[config.mk]
export PLATFORM = sky130hd
export DESIGN_NAME = if_stage_flat
export DESIGN_NICKNAME = d
export VERILOG_FILES = /design/src/rtl/if_stage_if.sv /design/src/rtl/if_stage.sv /design/src/flat_wrapper.sv
export SDC_FILE = /design/constraint.sdc
export NUM_CORES = 1
export LEC_CHECK = 0
export ABC_AREA = 1
export BUFFER_PORTS_ARGS = -buffer_cell sky130_fd_sc_hd__buf_2
export CORE_UTILIZATION = 26
export CTS_BUF_LIST = sky130_fd_sc_hd__clkbuf_4
export DETAILED_ROUTE_END_ITERATION = 10
export RECOVER_POWER = 100
export SETUP_SLACK_MARGIN = 0.15
export SLEW_MARGIN = 20
export SYNTH_ARGS = -nofsm -noshare
export SYNTH_HDL_FRONTEND = slang
export SYNTH_SLANG_ARGS = --single-unit
[constraint.sdc]
create_clock -name clk -period 5.63 [get_ports clk]
set_clock_uncertainty 0.05 [all_clocks]
set_input_delay 0.563 -clock clk [delete_from_list [all_inputs] [get_ports clk]]
set_output_delay 0.563 -clock clk [all_outputs]
set_load 0.1 [all_outputs]
[src/rtl/if_stage_if.sv]
// Fetch-stage bundle: instruction-bus req/ack, EX redirect, and the ID-facing {pc, inst, valid}.
// master = fetch stage, slave = bus/ID/EX environment.
interface if_stage_if;
  logic        ibus_req;
  logic [31:0] ibus_addr;
  logic        ibus_ack;
  logic [31:0] ibus_rdata;
  logic        branch_flag;
  logic [31:0] branch_target;
  logic        id_stall;
  logic [31:0] id_pc;
  logic [31:0] id_inst;
  logic        id_valid;

  modport master (
    output ibus_req, ibus_addr, id_pc, id_inst, id_valid,
    input  ibus_ack, ibus_rdata, branch_flag, branch_target, id_stall
  );

  modport slave (
    input  ibus_req, ibus_addr, id_pc, id_inst, id_valid,
    output ibus_ack, ibus_rdata, branch_flag, branch_target, id_stall
  );
endinterface

[src/rtl/if_stage.sv]
// Instruction fetch: PC owner, req/ack bus master, 1-entry skid buffer towards ID, EX redirects.
// Latency: the word acked in cycle N is on id_* in N+1; ID stall parks it in the skid buffer and drops req.
module if_stage #(
  parameter logic [31:0] RESET_PC = 32'h0000_0000,
  parameter logic [31:0] NOP_INST = 32'h0000_0013
) (
  input logic       clk,
  input logic       rst,
  if_stage_if.master bus
);

  typedef enum logic [1:0] {S_IDLE, S_REQ, S_HOLD, S_DROP} state_t;

  state_t      r_state,    w_state_nxt;
  logic [31:0] r_pc,       w_pc_nxt;
  logic [31:0] r_id_pc,    w_id_pc_nxt;
  logic [31:0] r_id_inst,  w_id_inst_nxt;
  logic        r_id_valid, w_id_valid_nxt;
  logic [31:0] r_buf_pc,   w_buf_pc_nxt;
  logic [31:0] r_buf_inst, w_buf_inst_nxt;
  logic [31:0] r_redir,    w_redir_nxt;

  logic [31:0] w_tgt;
  logic [31:0] w_pc_inc;

  assign w_tgt    = bus.branch_target & 32'hFFFF_FFFC;
  assign w_pc_inc = r_pc + 32'd4;

  // req is a pure function of state so an async reset drops it immediately
  assign bus.ibus_req  = (r_state == S_REQ) || (r_state == S_DROP);
  assign bus.ibus_addr = r_pc & 32'hFFFF_FFFC;
  assign bus.id_pc     = r_id_pc;
  assign bus.id_inst   = r_id_inst;
  assign bus.id_valid  = r_id_valid;

  always_ff @(posedge clk or posedge rst) begin
    if (rst) begin
      r_state    <= S_IDLE;
      r_pc       <= RESET_PC;
      r_id_pc    <= 32'h0;
      r_id_inst  <= NOP_INST;
      r_id_valid <= 1'b0;
      r_buf_pc   <= 32'h0;
      r_buf_inst <= 32'h0;
      r_redir    <= 32'h0;
    end else begin
      r_state    <= w_state_nxt;
      r_pc       <= w_pc_nxt;
      r_id_pc    <= w_id_pc_nxt;
      r_id_inst  <= w_id_inst_nxt;
      r_id_valid <= w_id_valid_nxt;
      r_buf_pc   <= w_buf_pc_nxt;
      r_buf_inst <= w_buf_inst_nxt;
      r_redir    <= w_redir_nxt;
    end
  end

  always_comb begin
    w_state_nxt    = r_state;
    w_pc_nxt       = r_pc;
    w_id_pc_nxt    = r_id_pc;
    w_id_inst_nxt  = r_id_inst;
    w_id_valid_nxt = r_id_valid;
    w_buf_pc_nxt   = r_buf_pc;
    w_buf_inst_nxt = r_buf_inst;
    w_redir_nxt    = r_redir;

    if (bus.branch_flag) begin
      // flush outranks stall and ack; the skid entry dies by leaving HOLD
      w_id_valid_nxt = 1'b0;
      w_id_inst_nxt  = NOP_INST;
      unique case (r_state)
        S_REQ: begin
          if (bus.ibus_ack) begin
            w_pc_nxt = w_tgt;
          end else begin
            w_redir_nxt = w_tgt;
            w_state_nxt = S_DROP;
          end
        end
        S_DROP: begin
          if (bus.ibus_ack) begin
            w_pc_nxt    = w_tgt;
            w_state_nxt = S_REQ;
          end else begin
            w_redir_nxt = w_tgt;
          end
        end
        default: begin
          w_pc_nxt    = w_tgt;
          w_state_nxt = S_REQ;
        end
      endcase
    end else begin
      unique case (r_state)
        S_IDLE: w_state_nxt = S_REQ;
        S_REQ: begin
          if (bus.ibus_ack && !bus.id_stall) begin
            w_id_inst_nxt  = bus.ibus_rdata;
            w_id_pc_nxt    = r_pc;
            w_id_valid_nxt = 1'b1;
            w_pc_nxt       = w_pc_inc;
          end else if (bus.ibus_ack) begin
            w_buf_pc_nxt   = r_pc;
            w_buf_inst_nxt = bus.ibus_rdata;
            w_pc_nxt       = w_pc_inc;
            w_state_nxt    = S_HOLD;
          end else if (!bus.id_stall) begin
            w_id_valid_nxt = 1'b0;
            w_id_inst_nxt  = NOP_INST;
          end
        end
        S_HOLD: begin
          if (!bus.id_stall) begin
            w_id_pc_nxt    = r_buf_pc;
            w_id_inst_nxt  = r_buf_inst;
            w_id_valid_nxt = 1'b1;
            w_state_nxt    = S_REQ;
          end
        end
        S_DROP: begin
          if (bus.ibus_ack) begin
            w_pc_nxt    = r_redir;
            w_state_nxt = S_REQ;
          end
        end
        default: w_state_nxt = S_IDLE;
      endcase
    end
  end

endmodule

[src/flat_wrapper.sv]
// flat-port wrapper written by rule: the top's interface ports become plain ports
module if_stage_flat 
#(
  parameter logic [31:0] RESET_PC = 32'h0000_0000,
  parameter logic [31:0] NOP_INST = 32'h0000_0013
)
  (clk, rst, bus_ibus_req, bus_ibus_addr, bus_id_pc, bus_id_inst, bus_id_valid, bus_ibus_ack, bus_ibus_rdata, bus_branch_flag, bus_branch_target, bus_id_stall);
  if_stage_if bus_i ();
  input logic clk;
  input logic rst;
  output wire logic [$bits(bus_i.ibus_req)-1:0] bus_ibus_req;
  output wire logic [$bits(bus_i.ibus_addr)-1:0] bus_ibus_addr;
  output wire logic [$bits(bus_i.id_pc)-1:0] bus_id_pc;
  output wire logic [$bits(bus_i.id_inst)-1:0] bus_id_inst;
  output wire logic [$bits(bus_i.id_valid)-1:0] bus_id_valid;
  input wire logic [$bits(bus_i.ibus_ack)-1:0] bus_ibus_ack;
  input wire logic [$bits(bus_i.ibus_rdata)-1:0] bus_ibus_rdata;
  input wire logic [$bits(bus_i.branch_flag)-1:0] bus_branch_flag;
  input wire logic [$bits(bus_i.branch_target)-1:0] bus_branch_target;
  input wire logic [$bits(bus_i.id_stall)-1:0] bus_id_stall;
  assign bus_ibus_req = bus_i.ibus_req;
  assign bus_ibus_addr = bus_i.ibus_addr;
  assign bus_id_pc = bus_i.id_pc;
  assign bus_id_inst = bus_i.id_inst;
  assign bus_id_valid = bus_i.id_valid;
  assign bus_i.ibus_ack = bus_ibus_ack;
  assign bus_i.ibus_rdata = bus_ibus_rdata;
  assign bus_i.branch_flag = bus_branch_flag;
  assign bus_i.branch_target = bus_branch_target;
  assign bus_i.id_stall = bus_id_stall;
  if_stage #(.RESET_PC(RESET_PC), .NOP_INST(NOP_INST)) u_core (.clk(clk), .rst(rst), .bus(bus_i));
endmodule
==> summary.md, run 1 <==
| Metric | Value |
|---|---|
| Critical path class | in2reg |
| Most frequent CP cell | clkbuf_1 |
| Reg-to-Reg Start | u_core.r_state[0] |
| Hold_sp | bus_branch_target[17] |
| Fraction of registers with async set or reset after synthesis | 1.00 |
| I/O pin cnt | 167 |
| # H-tree levels | 4 |
| Max-slew violation count | 182 |
| Clk root buf | clkbuf_4 |
| Critical path data arrival time | 4.38 ns |
| Sequential-to-total area share from yosys stat | 0.517 |
| Initial antenna violation count | 7 |
| First-pass DRT Iterations | 5 |
| Area contributors post-synth | dfrtp_1 51%, nand2_1 16%, o21ai_0 6.5% |
| Synth top area share | 0.509 |
| Crit-path cells | clkbuf_1, inv_4, nor2_1, clkbuf_1, inv_1, o21ai_0 |
| Fin util | 0.306 |
| Crit-path slowest cell | clkbuf_1 |
| Worst Path Required | 6.08 ns |
| Commonest cells after routing, fill and taps aside | 383 x nand2_1, 184 x dfrtp_1, 139 x o21ai_0, 120 x nor2_1, 114 x inv_1 |
| Post-synth top flop | dfrtp_1 |
| Gr usage total | 0.145 |
| WHS Endpoint | u_core.r_redir[17] |
| Final WL | 25,400 um |
| Slew of the pin with the lowest slew margin | 2.43 ns |
| Avg Cell Area, Syn | 7.77 um^2 |
| Hold Crit Class | in2reg |
| Yosys reg bits | 187 |
| Initial core utilization | 0.267 |
| # hold bufs at CTS | 1 |
| Number of global-route vias before repair | 7,301 |
| Setup TNS Final | 0 ns |
| Post-synthesis cell type count | 34 |
| # port buffers | 160 |
| Fin. Hold Viols | 0 |
| Nets | 1,361 |
| Final setup violation count | 0 |
| Worst r2r dst | u_core.r_buf_inst[30] |
| Commonest non-fill, non-tap cell in the layout | nand2_1 |
| Max incr delay on CP | 1.32 ns |
| Rel. slew slack | -0.623 |
| Final GP Congestion | 0.822 |
| Status | finished, violations left |
| Buffer count from post-CTS setup fixing | 0 |
| Post-synth EDFFs | 0 |
| Cell Area, Synth | 9050 um^2 |
| Final worst path period share | 0.698 |
| Largest net degree at the start of global routing | 90 |
| DPL Wire Length | 17,500 um |
| Final ANT Viol Nets | 0 |
| Iter 0 DRT Violations | 587 |
| Layout cells sized above 1 | 0.0898 |
| Clock buffer count from CTS | 17 |
| CP endpoint kind | flop |
| Non-Filler Instances | 1,755 |
| Row count | 67 |
| # DRC | 0 |
| Area growth syn-to-layout | 14.6% |
| Via/cell ratio | 4.47 |
| Setup crit start kind | input port |
| CTS tree | done |
| First-pass GRT wire length | 40,900 um |
| Worst R2R Setup Slack | 2.36 ns |
| YS warnings | 0 |
| RSZ-0062 raised after global routing | no |
| Max clock buf depth | 2 |
| Clock transition at path regs | 0.17 ns |
| Clock sinks | 187 |
| Pleak | 5.00 nW |
| Hold depth | 3 |
| IR drop worst, VDD | 323 uV |
| Post-CTS Resized | 0 |
| Routed via count | 7,848 |
| Synth Instances | 1,165 |
| FF-to-FF path depth | 7 |
| Fin crit period | 3.93 ns |
| GRT Residual Overflow | 0 |
| Placeable core area | 33,900 um^2 |
| Critical path fanouts, max | 47 |
| Post-placement cell count | 1,719 |
| Fmax | 255 MHz |
| Die height | 189 um |
| Pwr dens | 517 nW/um^2 |
| Worst-Skew Late Latency | 0.59 ns |
| Die area | 35,600 um^2 |
| Final Total Pwr | 5.36 mW |
| Post-synth top area cell | dfrtp_1 |
| Max Cap Viol | 3 |
| WL per Instance | 14.5 um |
| Die W | 189 um |
| Failing checks | capacitance limit, slew limit |
-- flip-flops by register name (all words and copies together) (netlist names) --
signal / flops
u_core.bus.id_inst: 32
u_core.bus.id_pc: 30
u_core.bus.id_valid: 1
u_core.r_buf_inst: 32
u_core.r_buf_pc: 30
u_core.r_pc: 30
u_core.r_redir: 30
u_core.r_state: 2
-- worst max-delay path by stage --
stage	startpoint	slack, ns	endpoint
2_1_floorplan	rst	2.61	u_core.bus.id_inst[10]
3_3_place_gp	bus_branch_flag	2.28	u_core.r_buf_inst[29]
3_5_place_dp	bus_branch_flag	2.25	u_core.r_buf_inst[19]
4_1_cts	bus_branch_flag	2.91	u_core.r_buf_inst[30]
5_1_grt	bus_branch_flag	1.34	u_core.r_redir[31]
6_report	bus_branch_flag	1.70	u_core.r_redir[2]
-- cells by family (layout without fill, tap and decap cells) --
| kind of cell | count (synthesis) | in the layout | synth area share |
|---|---|---|---|
| compound gates | 235 | 235 | 0.149 |
| xor+xnor | 12 | 12 | 0.0116 |
| fa+ha+maj | 1 | 1 | 0.00138 |
| buf+inv | 186 | 321 | 0.0865 |
| flops | 187 | 187 | 0.517 |
| other cells | 1 | 8 | 0.000414 |
| simple gates | 543 | 543 | 0.234 |
-- synth_stat cells, types with 6 or more instances --
| cell type | n |
|---|---|
| a31oi_1 | 35 |
| nand2_1 | 383 |
| inv_1 | 113 |
| dfrtp_1 | 184 |
| xor2_1 | 8 |
| buf_4 | 6 |
| a22o_1 | 29 |
| a21oi_1 | 24 |
| buf_2 | 18 |
| o21ai_0 | 118 |
| clkbuf_1 | 36 |
| nand3_1 | 28 |
| nor2_1 | 118 |
| o21ai_1 | 21 |
-- routing by layer --
metal | share of wire | vias up | track usage | routed length [um]
li1 | - | 3952 | - | -
met4 | 0.012 | 6 | 0.0385 | 305
met3 | 0.059 | 22 | 0.0402 | 1500
met2 | 0.45 | 197 | 0.225 | 11500
met1 | 0.48 | 3671 | 0.198 | 12100
met5 | 0.0015 | - | 0 | 37
-- worst max-delay path: cells and delay by family --
kind	cells	cell delay (ns)
AO/OA/AOI/OAI	1	0.28
AND/OR/NAND/NOR	1	0.47
buffers and inverters	4	3.04
-- report_power, final --
group | switching, mW | internal, mW
clock network | 0.498 | 0.317
registers | 0.338 | 1.76
logic | 2.02 | 0.421
total | 2.86 | 2.50
-- layout make-up --
cell class,instances,area [um^2]
sequential,187,4680
multi-input combinational,795,3590
clock buffer,18,135
inverter,118,447
tap,448,561
clock inverter,13,169
fill,3700,23500
antenna,4,10.0
timing repair buffer,172,779
-- through the flow --
step | setup WS, ns | instance area, um^2 | hold WS, ns
after detailed placement | 2.25 | 10200 | 0.408
after CTS | 2.91 | 10500 | 0.0668
after floorplan | 2.61 | 9070 | 0.392
after global routing | 1.34 | 10400 | 0.0583
after global placement | 2.28 | 10200 | 0.403
final | 1.70 | 10400 | 0.130
Note: power is estimated with default switching activity, not from simulation.
==> run 2: changes to the inputs <==
- clock period: 5.63 -> 3.4 ns (I/O delays scaled with it)
==> run 2 against run 1 <==
The flow now finishes without violations. First-iteration DRC count down 12%. Routed wire length up 1.3%. Design area increased by 5.7%. Sequential power is 66% higher. Critical path type is now reg2reg. Largest cell class unchanged. Largest power group unchanged.
==> summary.md, run 2 (synthesis gave the netlist of run 1 again) <==
| Metric | Value |
|---|---|
| Status | finished, final reports clean |
| Clk root buf | clkbuf_4 |
| Worst Path Required | 3.79 ns |
| Worst-Skew Late Latency | 0.59 ns |
| Die area | 35,600 um^2 |
| Commonest non-fill, non-tap cell in the layout | nand2_1 |
| Max-slew violation count | 0 |
| Crit-path slowest cell | nor2_1 |
| # hold bufs at CTS | 63 |
| Largest net degree at the start of global routing | 124 |
| Iter 0 DRT Violations | 517 |
| Die height | 189 um |
| Worst R2R Setup Slack | 0.78 ns |
| Final WL | 25,800 um |
| Layout cells sized above 1 | 0.0842 |
| Final worst path period share | 0.771 |
| Area growth syn-to-layout | 21.2% |
| Switching power | 4.74 mW |
| Setup crit start kind | flop |
| # DRC | 0 |
| RSZ-0062 raised after global routing | no |
| Slew of the pin with the lowest slew margin | 1.34 ns |
| Sw Share | 0.537 |
| GRT Residual Overflow | 0 |
| Max incr delay on CP | 0.73 ns |
| Top Family by Delay on Critical Path | buffers and inverters |
| Final setup violation count | 0 |
| Critical path data arrival time | 3.01 ns |
| Max clock buf depth | 2 |
| Fin. Hold Viols | 0 |
| IR drop worst, VDD | 448 uV |
| Critical path fanouts, max | 22 |
| Clock buffer count from CTS | 17 |
| Buffer count from post-CTS setup fixing | 0 |
| Setup TNS Final | 0 ns |
| Rel. slew slack | 0.111 |
| WL per Instance | 14.2 um |
| Clk pwr share | 0.144 |
| Gr usage total | 0.148 |
| Pleak | 5.27 nW |
| Worst slack at placement | 0.856 ns |
| Clock sinks | 187 |
| Placeable core area | 33,900 um^2 |
| Fmax | 381 MHz |
| DPL Wire Length | 17,400 um |
| Initial core utilization | 0.267 |
| First-pass GRT wire length | 41,700 um |
| Number of global-route vias before repair | 7,825 |
| Initial antenna violation count | 2 |
| Crit path buffers/inverters | 3 |
| CTS tree | done |
| Pwr dens | 805 nW/um^2 |
| Row count | 67 |
| Routed via count | 8,101 |
| Via/cell ratio | 4.46 |
| Post-CTS Resized | 0 |
| Final GP Congestion | 0.826 |
| Commonest cells after routing, fill and taps aside | 384 x nand2_1, 184 x dfrtp_1, 139 x o21ai_0, 124 x nor2_1, 114 x inv_1 |
| Nets | 1,424 |
| First-pass DRT Iterations | 5 |
| Final worst slack | 0.778 ns |
| Hold Crit Class | in2reg |
| Max Cap Viol | 0 |
| CP endpoint kind | flop |
| Critical path class | reg2reg |
| Clock transition at path regs | 0.16 ns |
| Gate power share | 0.462 |
| I/O pin cnt | 167 |
| Die W | 189 um |
| Crit-path cells | inv_1, nor2_1, inv_1, nor2_1, clkbuf_1, o21ai_0 |
| Final ANT Viol Nets | 0 |
| # H-tree levels | 4 |
| Internal | 4.09 mW |
| Sequential share of power | 0.394 |
| # port buffers | 160 |
| Fin crit period | 2.62 ns |
==> run 2: cell types whose count changed in the layout (fill, tap and decap cells not counted), sizes merged <==
cell | before | now
clkbuf | 118 | 116
dlygate4sd3 | 1 | 63
clkinv | 6 | 7
bufinv | 3 | 2
diode | 4 | 2
buf | 71 | 74
==> run 2: worst reg2reg max path: cells and delay by family (launching register included) <==
kind / cells / cell delay [ns]
DFF: 1 / 0.43
and+or+nand+nor: 2 / 0.89
AOI/OAI and AO/OA: 1 / 0.18
buffers and inverters: 3 / 0.96
==> run 2: through the flow <==
step	std cells	util	hold slack [ns]	area, um^2	power [mW]
final	1816	0.324	0.121	11000	8.84
after floorplan	1168	-	0.392	9070	6.80
after CTS	1814	0.329	0.0908	11100	9.06
after global routing	1816	0.324	0.0670	11000	9.41
after global placement	1720	0.302	0.334	10200	7.65
after detailed placement	1720	0.302	0.321	10200	7.71
==> run 2: power by group through the flow <==
stage | logic, mW | clock network, mW | registers (mW)
final | 4.09 | 1.27 | 3.48
after detailed placement | 4.18 | 0 | 3.52
after floorplan | 1.30 | 0 | 5.51
after CTS | 4.24 | 1.34 | 3.47
after global placement | 4.15 | 0 | 3.50
after global routing | 4.40 | 1.42 | 3.59
==> run 2: path summary, 6_finish.rpt <==
kind                                          start                    to  cells past startpoint
worst min register to register  u_core.r_buf_pc[19]   u_core.r_buf_pc[19]                      2
worst max-delay path              u_core.r_state[0]    u_core.r_redir[10]                      6
max in group asynchronous                       rst  u_core.r_buf_inst[5]                      4
worst min-delay path                   bus_id_stall     u_core.r_state[0]                      4
min in group asynchronous                       rst  u_core.r_buf_inst[1]                      3
worst max register to register    u_core.r_state[0]    u_core.r_redir[10]                      6
==> run 2: final cells by class <==
| cell class | instances | area, um^2 |
|---|---|---|
| fill | 3649 | 22900 |
| antenna | 2 | 5.00 |
| sequential | 187 | 4680 |
| clock inverter | 13 | 141 |
| timing repair buffer | 235 | 1430 |
| multi-input combinational | 795 | 3570 |
| clock buffer | 18 | 135 |
| tap | 448 | 561 |
| inverter | 118 | 447 |
==> run 2: per-layer routing <==
layer | global-route usage | routed length [um]
met3 | 0.0363 | 1580
met4 | 0.0512 | 526
met2 | 0.234 | 11700
met1 | 0.197 | 12000
met5 | 0 | 0
==> run 3: changes to the inputs <==
- clock period: 3.4 -> 2.3 ns (I/O delays scaled with it)
==> run 3 against run 2 <==
Count of clock-buffer cells in the layout down 1. Via count up 0.57%. Sequential share of layout area fell by 1.3 points. Non-clock buffer count increased by 15. Design area grew 3.1%. Critical path depth increased by 2. Global-route usage down 0.065 points. Sequential power grew 47%. First-iteration DRC count is 10% higher. Largest cell class unchanged. Largest power group unchanged. Highest routed layer unchanged.
==> summary.md, run 3 (synthesis gave the netlist of run 1 again) <==
| Metric | Value |
|---|---|
| Status | finished, final reports clean |
| Iter 0 DRT Violations | 570 |
| DPL Wire Length | 18,000 um |
| Clock sinks | 187 |
| Die height | 189 um |
| Commonest non-fill, non-tap cell in the layout | nand2_1 |
| Fillers | 3,601 |
| DP Area | 10,400 um^2 |
| FF-to-FF path depth | 8 |
| Critical path class | reg2reg |
| Final worst path period share | 0.893 |
| Initial antenna violation count | 1 |
| Nets | 1,439 |
| Hold Crit Class | in2async |
| Worst-Skew Late Latency | 0.60 ns |
| # DRC | 0 |
| Max incr delay on CP | 0.66 ns |
| Gr usage total | 0.148 |
| Die area | 35,600 um^2 |
| Via/cell ratio | 4.45 |
| Setup crit start kind | flop |
| GRT Residual Overflow | 0 |
| Reg-to-Reg Start | u_core.r_state[0] |
| CTS tree | done |
| Area growth syn-to-layout | 25.0% |
| Initial core utilization | 0.267 |
| Clock buffer count from CTS | 17 |
| Design Area, Final | 11,300 um^2 |
| Worst Path Required | 2.78 ns |
| Max clock buf depth | 2 |
| RSZ-0062 raised after global routing | no |
| Die W | 189 um |
| Final GP Congestion | 0.809 |
| Fin. Hold Viols | 0 |
| Pwr dens | 1200 nW/um^2 |
| IR drop worst, VDD | 797 uV |
| Rel. slew slack | 0.330 |
| Row count | 67 |
| Final ANT Viol Nets | 0 |
| Clk root buf | clkbuf_4 |
| Critical path data arrival time | 2.53 ns |
| # H-tree levels | 4 |
| Number of global-route vias before repair | 7,680 |
| Slew of the pin with the lowest slew margin | 1.01 ns |
| # port buffers | 160 |
| Pleak | 5.65 nW |
| Max-slew violation count | 0 |
| Fin util | 0.334 |
| CP endpoint kind | flop |
| Fmax | 487 MHz |
| I/O pin cnt | 167 |
| Crit path launch | u_core.r_state[0] |
| Commonest cells after routing, fill and taps aside | 384 x nand2_1, 184 x dfrtp_1, 139 x o21ai_0, 123 x nor2_1, 113 x inv_1 |
| Max Cap Viol | 0 |
| Final setup violation count | 0 |
| Crit-path slowest cell | clkbuf_2 |
| Routed via count | 8,147 |
| First-pass GRT wire length | 41,700 um |
| Fin crit period | 2.05 ns |
| Layout cells sized above 1 | 0.163 |
| First-pass DRT Iterations | 5 |
| Clock transition at path regs | 0.16 ns |
| Critical path fanouts, max | 32 |
| Largest net degree at the start of global routing | 65 |
| Crit-path cells | inv_2, or2_4, nand2_1, a21oi_2, clkbuf_2, inv_1, nor2_1, a21oi_1 |
| Buffer count from post-CTS setup fixing | 0 |
| Final WL | 25,700 um |
| WL per Instance | 14.1 um |
| Placeable core area | 33,900 um^2 |
==> run 3: final cells by class <==
cell class	instances	area [um^2]	area share
timing repair buffer	250	1700	0.150
clock inverter	14	216	0.0191
multi-input combinational	795	3580	0.317
clock buffer	17	128	0.0113
antenna	1	2.50	0.000221
sequential	187	4680	0.414
tap	448	561	0.0495
inverter	118	447	0.0395
==> run 3: repair_timing <==
action | 4_1_cts | 5_1_grt
gates resized for setup | 0 | 1
hold buffers | 66 | 0
setup endpoints to repair | 0 | 3
hold endpoints to repair | 310 | 0
==> run 3: through the flow <==
step | power [mW] | std cells | setup TNS (ns) | hold slack, ns | setup slack, ns
floorplan | 10.1 | 1168 | -71.04 | 0.301 | -0.384
global placement | 11.4 | 1732 | 0 | 0.217 | 0.373
global route | 14.4 | 1830 | 0 | 0.222 | 0.0854
detailed placement | 11.5 | 1732 | 0 | 0.224 | 0.345
finish | 13.6 | 1830 | 0 | 0.195 | 0.247
CTS | 13.8 | 1829 | 0 | 0.0770 | 0.257
==> run 3: worst max-delay path: cells and delay by family (launching register included) <==
| family | cells | cell delay (ns) |
|---|---|---|
| AO/OA/AOI/OAI | 2 | 0.25 |
| buffers and inverters | 3 | 0.91 |
| flip-flops | 1 | 0.43 |
| AND/OR/NAND/NOR | 3 | 0.34 |
==> run 3: final timing paths <==
check / slack (ns) / endpoint
max in group asynchronous: 0.68 / u_core.r_buf_pc[6]
min: 0.19 / u_core.r_buf_inst[27]
min reg2reg: 0.44 / u_core.r_buf_pc[11]
max reg2reg: 0.25 / u_core.bus.id_inst[0]
max: 0.25 / u_core.bus.id_inst[0]
min in group clk: 0.32 / u_core.r_redir[21]
==> run 3: metal layers <==
layer  GRT usage  wire, um
met3      0.0311      1330
met4      0.0499       566
met2       0.232     11500
met1       0.201     12300
met5           0         0
==> run 3: power breakdown <==
group | switching (mW) | leakage (nW) | internal [mW]
combinational | 5.01 | 3.19 | 1.24
sequential | 0.808 | 2.30 | 4.32
clock | 1.21 | 0.173 | 0.972
